File: config.mk
export PLATFORM = sky130hd
export DESIGN_NAME = cella_cmd_decoder
export DESIGN_NICKNAME = d
export VERILOG_FILES = /design/src/rtl/cella_pkg.sv /design/src/rtl/cella_scoreboard.sv /design/src/rtl/cella_cmd_decoder.sv
export SDC_FILE = /design/constraint.sdc
export NUM_CORES = 1
export LEC_CHECK = 0
export CAP_MARGIN = 20
export CELL_PAD_IN_SITES_DETAIL_PLACEMENT = 0
export CELL_PAD_IN_SITES_GLOBAL_PLACEMENT = 1
export CORE_MARGIN = 4
export CORE_UTILIZATION = 40
export CTS_CLUSTER_DIAMETER = 150
export DETAILED_ROUTE_END_ITERATION = 8
export GPL_TIMING_DRIVEN = 0
export PLACE_DENSITY = 0.88
export SETUP_SLACK_MARGIN = 0.4
export SYNTH_ARGS = -nofsm -noshare
export SYNTH_HDL_FRONTEND = slang
export SYNTH_HIERARCHICAL = 1
export SYNTH_SLANG_ARGS = --single-unit
File: constraint.sdc
create_clock -name clk -period 2.35 [get_ports clk]
set_input_delay 0.235 -clock clk [delete_from_list [all_inputs] [get_ports clk]]
set_output_delay 0.235 -clock clk [all_outputs]
set_load 0.05 [all_outputs]
File: src/rtl/cella_pkg.sv
`default_nettype none
// ============================================================================
//  Module      : cella_pkg
//  Description : Shared constants for the CELLA command decoder: op codes,
//                address field positions and FSM state encoding.
//  Revision    : 1.0  initial release
// ============================================================================
package cella_pkg;

  // Command bus op codes
  localparam logic [1:0] OP_MAC = 2'b00;
  localparam logic [1:0] OP_WR  = 2'b01;
  localparam logic [1:0] OP_CAM = 2'b10;
  localparam logic [1:0] OP_NOP = 2'b11;

  // Address layout {bank[3:0], row[1:0], col[2:0]}
  localparam int BANK_MSB = 8;
  localparam int BANK_LSB = 5;
  localparam int ROW_MSB  = 4;
  localparam int ROW_LSB  = 3;
  localparam int BANK_W   = BANK_MSB - BANK_LSB + 1;
  localparam int ROW_W    = ROW_MSB - ROW_LSB + 1;

  // FSM state encoding: the state mirrors the op held in the output stage
  localparam logic [1:0] ST_IDLE  = 2'd0;
  localparam logic [1:0] ST_WRITE = 2'd1;
  localparam logic [1:0] ST_MAC   = 2'd2;
  localparam logic [1:0] ST_CAM   = 2'd3;

endpackage
`default_nettype wire

File: src/rtl/cella_scoreboard.sv
`default_nettype none
// ============================================================================
//  Module      : cella_scoreboard
//  Description : Loaded-row bitmap. Sets a bit on every WRITE and flags MAC
//                (single row) or CAM (row across all banks) commands that
//                touch rows never written.
//  Revision    : 1.0  initial release
// ============================================================================
module cella_scoreboard
  import cella_pkg::*;
#(
  parameter int NBANK = 16,
  parameter int NROW  = 4
) (
  input  logic                    clk,
  input  logic                    rst_n,
  input  logic                    i_wr,
  input  logic                    i_chk_mac,
  input  logic                    i_chk_cam,
  input  logic [BANK_W-1:0]       i_bank,
  input  logic [ROW_W-1:0]        i_row,
  output logic [NBANK*NROW-1:0]   o_loaded,
  output logic                    o_err
);

  // Bit index bank*NROW+row; NROW is a power of two so this is a concatenation
  logic [BANK_W+ROW_W-1:0] w_idx;
  logic [NBANK-1:0]        w_row_bits;
  logic [NBANK*NROW-1:0]   r_loaded;

  assign w_idx = {i_bank, i_row};

  // Gather the selected row's loaded bit from every bank for CAM searches
  generate
    for (genvar b = 0; b < NBANK; b++) begin : g_cam_row
      localparam logic [BANK_W-1:0] c_bank = BANK_W'(b);
      assign w_row_bits[b] = r_loaded[{c_bank, i_row}];
    end
  endgenerate

  // Set-on-write bitmap. The set lands on the same edge the decoder raises
  // wr_en, so a MAC right behind the WRITE already sees the bit one cycle on
  // and a back-to-back write-then-MAC never reports an error.
  always_ff @(posedge clk or negedge rst_n) begin
    if (!rst_n) begin
      r_loaded <= '0;
    end else if (i_wr) begin
      r_loaded[w_idx] <= 1'b1;
    end
  end

  // Row check: MAC needs its own row, CAM needs that row in every bank
  always_comb begin
    o_err = (i_chk_mac & ~r_loaded[w_idx]) | (i_chk_cam & ~(&w_row_bits));
  end

  assign o_loaded = r_loaded;

endmodule
`default_nettype wire

File: src/rtl/cella_cmd_decoder.sv
`default_nettype none
// ============================================================================
//  Module      : cella_cmd_decoder
//  Description : Two-stage receiver for the CELLA command bus. Stage 1 holds
//                the raw command, stage 2 drives one-hot selects, strobes,
//                MAC burst framing, row-load errors and activity counters.
//  Revision    : 1.0  initial release
// ============================================================================
module cella_cmd_decoder #(
  parameter int NBANK = 16,
  parameter int NROW  = 4,
  parameter int DW    = 16,
  parameter int CW    = 16
) (
  input  logic                  clk,
  input  logic                  rst_n,
  input  logic [1:0]            op_code,
  input  logic [8:0]            addr,
  input  logic [DW-1:0]         data_bank,
  input  logic [DW-1:0]         data_in,
  output logic [NBANK-1:0]      bank_sel,
  output logic [NROW-1:0]       row_sel,
  output logic                  wr_en,
  output logic                  mac_en,
  output logic                  cam_en,
  output logic                  mac_start,
  output logic                  mac_last,
  output logic [DW-1:0]         wdata,
  output logic [DW-1:0]         act,
  output logic [NBANK*NROW-1:0] loaded,
  output logic                  cmd_err,
  output logic [CW-1:0]         wr_cnt,
  output logic [CW-1:0]         mac_cnt,
  output logic [CW-1:0]         cam_cnt
);

  import cella_pkg::*;

  // Stage 1: raw command
  logic [1:0]        r_s1_op;
  logic [BANK_W-1:0] r_s1_bank;
  logic [ROW_W-1:0]  r_s1_row;
  logic [DW-1:0]     r_s1_db;
  logic [DW-1:0]     r_s1_din;

  // Stage 2: decoded outputs and burst context
  logic [1:0]             r_state;
  logic [1:0]             w_state_next;
  logic [NBANK-1:0]       r_bank_sel;
  logic [NROW-1:0]        r_row_sel;
  logic [DW-1:0]          r_wdata;
  logic [DW-1:0]          r_act;
  logic                   r_err;
  logic                   r_start;
  logic                   r_last;
  logic [BANK_W+ROW_W-1:0] r_s2_br;
  logic [CW-1:0]          r_wr_cnt;
  logic [CW-1:0]          r_mac_cnt;
  logic [CW-1:0]          r_cam_cnt;

  logic [BANK_W+ROW_W-1:0] w_s1_br;
  logic [BANK_W+ROW_W-1:0] w_bus_br;
  logic                    w_s1_mac;
  logic                    w_sb_err;
  logic                    w_unused_col;

  assign w_s1_br      = {r_s1_bank, r_s1_row};
  assign w_bus_br     = {addr[BANK_MSB:BANK_LSB], addr[ROW_MSB:ROW_LSB]};
  assign w_s1_mac     = (r_s1_op == OP_MAC);
  assign w_unused_col = ^addr[2:0];

  // Stage 1 captures the bus every cycle; reset parks it on NOP
  always_ff @(posedge clk or negedge rst_n) begin
    if (!rst_n) begin
      r_s1_op   <= OP_NOP;
      r_s1_bank <= '0;
      r_s1_row  <= '0;
      r_s1_db   <= '0;
      r_s1_din  <= '0;
    end else begin
      r_s1_op   <= op_code;
      r_s1_bank <= addr[BANK_MSB:BANK_LSB];
      r_s1_row  <= addr[ROW_MSB:ROW_LSB];
      r_s1_db   <= data_bank;
      r_s1_din  <= data_in;
    end
  end

  cella_scoreboard #(
    .NBANK (NBANK),
    .NROW  (NROW)
  ) u_scoreboard (
    .clk       (clk),
    .rst_n     (rst_n),
    .i_wr      (r_s1_op == OP_WR),
    .i_chk_mac (w_s1_mac),
    .i_chk_cam (r_s1_op == OP_CAM),
    .i_bank    (r_s1_bank),
    .i_row     (r_s1_row),
    .o_loaded  (loaded),
    .o_err     (w_sb_err)
  );

  // FSM state register
  always_ff @(posedge clk or negedge rst_n) begin
    if (!rst_n) begin
      r_state <= ST_IDLE;
    end else begin
      r_state <= w_state_next;
    end
  end

  // FSM next state: follows the op moving from stage 1 into stage 2
  always_comb begin
    w_state_next = ST_IDLE;
    case (r_s1_op)
      OP_MAC:  w_state_next = ST_MAC;
      OP_WR:   w_state_next = ST_WRITE;
      OP_CAM:  w_state_next = ST_CAM;
      default: w_state_next = ST_IDLE;
    endcase
  end

  // FSM outputs: strobes are decoded from one state, so they are exclusive
  always_comb begin
    wr_en  = (r_state == ST_WRITE);
    mac_en = (r_state == ST_MAC);
    cam_en = (r_state == ST_CAM);
  end

  // Stage 2 datapath: selects/data update per op and hold across NOPs;
  // burst edges compare against the previous stage-2 op and the bus lookahead
  always_ff @(posedge clk or negedge rst_n) begin
    if (!rst_n) begin
      r_bank_sel <= '0;
      r_row_sel  <= '0;
      r_wdata    <= '0;
      r_act      <= '0;
      r_err      <= 1'b0;
      r_start    <= 1'b0;
      r_last     <= 1'b0;
      r_s2_br    <= '0;
    end else begin
      case (r_s1_op)
        OP_WR: begin
          r_bank_sel <= NBANK'(1) << r_s1_bank;
          r_row_sel  <= NROW'(1) << r_s1_row;
          r_wdata    <= r_s1_db;
        end
        OP_MAC: begin
          r_bank_sel <= NBANK'(1) << r_s1_bank;
          r_row_sel  <= NROW'(1) << r_s1_row;
          r_wdata    <= r_s1_db;
          r_act      <= r_s1_din;
        end
        OP_CAM: begin
          r_bank_sel <= '1;
          r_row_sel  <= NROW'(1) << r_s1_row;
          r_wdata    <= r_s1_db;
          r_act      <= r_s1_din;
        end
        OP_NOP: begin
        end
        default: begin
        end
      endcase
      r_err   <= w_sb_err;
      r_start <= w_s1_mac & ~((r_state == ST_MAC) && (r_s2_br == w_s1_br));
      r_last  <= w_s1_mac & ~((op_code == OP_MAC) && (w_bus_br == w_s1_br));
      r_s2_br <= w_s1_br;
    end
  end

  // Saturating activity counters, stepped on the edge that raises each strobe
  always_ff @(posedge clk or negedge rst_n) begin
    if (!rst_n) begin
      r_wr_cnt  <= '0;
      r_mac_cnt <= '0;
      r_cam_cnt <= '0;
    end else begin
      if ((w_state_next == ST_WRITE) && (r_wr_cnt != '1)) begin
        r_wr_cnt <= r_wr_cnt + CW'(1);
      end
      if ((w_state_next == ST_MAC) && (r_mac_cnt != '1)) begin
        r_mac_cnt <= r_mac_cnt + CW'(1);
      end
      if ((w_state_next == ST_CAM) && (r_cam_cnt != '1)) begin
        r_cam_cnt <= r_cam_cnt + CW'(1);
      end
    end
  end

  assign bank_sel  = r_bank_sel;
  assign row_sel   = r_row_sel;
  assign wdata     = r_wdata;
  assign act       = r_act;
  assign cmd_err   = r_err;
  assign mac_start = r_start;
  assign mac_last  = r_last;
  assign wr_cnt    = r_wr_cnt;
  assign mac_cnt   = r_mac_cnt;
  assign cam_cnt   = r_cam_cnt;

endmodule
`default_nettype wire

==> impl_metrics.ini <==
[status]
outcome = completed

[detailed_routing]
wl_per_cell_um = 19.4
drt-initial-drc-count = 359
wl_um = 24200
ant_nets = 0
first_pass_iters = 5
vias_per_cell = 5.34
route.detailed.drc = 0
num_vias = 6664

[power]
powerDensity_mw_per_mm2 = 925
vdd_ir_drop_max_v = 0.000580
power.static_leakage_nw = 6.37

[global_routing]
grt_pass1_vias = 6798
grt_usage = 0.190
grt-ovfl-total = 0
antenna_found_initial = 1
grt_max_degree = 76
grt_pass1_wl_um = 37900

[critical_path]
slowest_stage = dfrtp_2
crit_family = compound AO/OA/AOI/OAI gates
crit_type = reg -> reg
critical-path-max-stage-delay_ns = 0.46
path_buf_inv = 2
startpoint_type = register
crit_chain = clkbuf_16 > buf_4 > mux2i_1 > a31oi_1 > o211ai_1 > a311oi_1 > o22ai_1
critPathRequiredTime_ns = 2.72
crit_fanout = 10
arrival_ns = 2.38
worst_setup_path_end_kind = register

[logic_synthesis]
synth_edf_count = 0
synthTopCellsByCount = dfrtp_1 (213), nand2_1 (46), mux2_2 (39), a21o_1 (33)
syn-num-nets = 752
synth_area_leader_cell = dfrtp_1
synth_top_area_share = 0.590
synth-main-ff-cell = dfrtp_1
seq_area_frac_synth = 0.596
yosys.cell_count.top_type = dfrtp_1
ys_ff_latch = 215
yosys_warnings = 6
syn_inst = 699
syn-cell-area_mm2 = 0.00903
avgSynthCellArea_um2 = 12.9
synthArstFlopShare = 1.00
synth_area_leaders = dfrtp_1 (59%), mux2_2 (4.9%), a21o_1 (2.7%)
yosys.cell_types.count = 61

[clock_tree]
cts_max_path_buffers = 3
clk_latency_ns = 0.50
htreeDepth = 1
cts_tree = built
cts.clk_slew.worst_paths_ns = 0.06
root_buffer = clkbuf_16
cts_sinks = 215
cts_buffers = 24

[placed_design]
io_buffers = 211
dp_hpwl_um = 17200
pre_cts_ws_ns = -0.0149
placed_cell_area_mm2 = 0.0116
finalWeightedCongestion = 0.856

[layout]
antenna_cells = 0
final_design_area_no_fill_mm2 = 0.0126
area_growth_pct = 39.5
final_util = 0.572
nNetsFinal = 1002
drive_gt1_frac = 0.178

[flow_run]
cap_viol_max_count = 0

[timing]
rsz0062_at_grt = true
hold_viol = 0
timing.final.ws_setup_ns = 0.342
setup_viol = 0
maxSlewViolCount = 0
fin_crit_ns = 2.01
max_freq_mhz = 498
whs_ns = 0.171
skew_ns = 0.00630
tns_ns = 0
period_share = 0.854
worst_pin_slew_ns = 0.628
slew_headroom = 0.579

[die]
rows = 54
die_h_um = 158
dieArea_mm2 = 0.0250
die_w_um = 158
start_util = 0.410
core_area_mm2 = 0.0220
io_pins = 215

[hold_path]
hp-class = in -> reg
==> power by group <==
group          leakage [nW]  internal (mW)  total (mW)  switching, mW
Clock                 0.422           2.54        4.01           1.47
Combinational          3.25          0.980        3.06           2.08
Sequential             2.70           4.14        4.59          0.452
==> per-layer routing <==
metal  wire [um]  track usage  vias to the layer above
met5          13            0                        -
met4         540       0.0467                        2
met3        1840       0.0500                       44
met2       11400        0.302                      242
met1       10400        0.264                     3349
li1            -            -                     3027
==> registers in the layout, summed over array words and instances (netlist names) <==
| signal | flops |
|---|---|
| wr_cnt | 16 |
| r_s1_bank | 4 |
| u_scoreboard/o_loaded | 64 |
| act | 16 |
| r_s1_row | 2 |
| r_state | 2 |
| r_s1_op | 2 |
| r_s1_db | 16 |
| r_s1_din | 16 |
| mac_cnt | 16 |
| r_s2_br | 6 |
| mac_start | 1 |
| cmd_err | 1 |
| bank_sel | 16 |
| row_sel | 4 |
| mac_last | 1 |
| cam_cnt | 16 |
| wdata | 16 |
==> cell usage in the layout (no fill, tap or decap), types with 4 or more instances in the layout <==
master	Yosys	final
a21oi_1	15	15
and2_1	4	4
o21bai_1	29	29
dfrtp_1	213	204
nand2b_1	4	4
nor2_1	29	24
dfrtp_2	0	9
ha_1	8	5
clkbuf_16	0	26
nor2b_1	11	10
and3_1	11	11
a31oi_1	12	12
clkbuf_8	6	10
nand3_1	27	24
mux2_2	39	39
dlymetal6s2s_1	0	34
o2111ai_1	4	4
mux4_2	10	13
clkdlybuf4s50_1	0	71
a21o_1	33	33
nand2_1	46	45
clkbuf_1	10	13
clkinv_2	0	4
mux2i_1	6	6
xnor2_1	20	20
inv_1	13	13
nand4_1	18	18
xor2_1	27	27
and4_1	4	4
o21ai_0	22	22
bufinv_16	0	4
nor3_1	14	12
dlygate4sd2_1	0	104
buf_4	0	11
==> path summary, 6_finish.rpt <==
path                                             start                                     to  slack, ns  cells past startpoint
worst min register to register  r_s1_bank[1]$_DFF_PN0_                   r_s2_br[3]$_DFF_PN0_       0.40                      0
max in group asynchronous                        rst_n                   r_s1_op[1]$_DFF_PN1_       1.31                      3
worst max register to register   r_s1_row[1]$_DFF_PN0_                      cmd_err$_DFF_PN0_       0.34                      7
worst min-delay path                       data_in[13]                 r_s1_din[13]$_DFF_PN0_       0.17                      1
worst max-delay path             r_s1_row[1]$_DFF_PN0_                      cmd_err$_DFF_PN0_       0.34                      7
min in group asynchronous                        rst_n  u_scoreboard/o_loaded[45]$_DFFE_PN0P_       0.26                      2
==> kinds of logic after synthesis <==
logic type / count (synthesis) / share of synthesized area
flops: 215 / 0.596
simple gates: 193 / 0.118
compound gates: 135 / 0.104
mux: 62 / 0.0981
xor+xnor: 47 / 0.0456
buf+inv: 39 / 0.0274
fa+ha+maj: 8 / 0.0111
==> layout make-up <==
cell class              count  area, um^2
plain buffers              25         204
clock buffers              35         713
clock inverters             9         148
fillers                  1859        9430
inverters                  14        66.3
multi-input cells         445        3510
flip-flops and latches    215        5390
well taps                 280         350
repair buffers            224        2220
==> stage by stage <==
step                power (mW)  instances
floorplan                 6.61        699
global placement          7.83       1190
detailed placement        7.89       1192
CTS                       11.8       1243
global route              12.1       1247
finish                    11.7       1247
==> timing repair <==
item                                    in CTS  in global routing
hold buffers                                 1                  0
resized for setup                          128                 51
endpoints found under the hold margin       66                  0
pin swaps                                    3                  3
setup buffers                                6                  4
endpoints found under the setup margin     194                 76
Power figures use the tool's default switching activity.
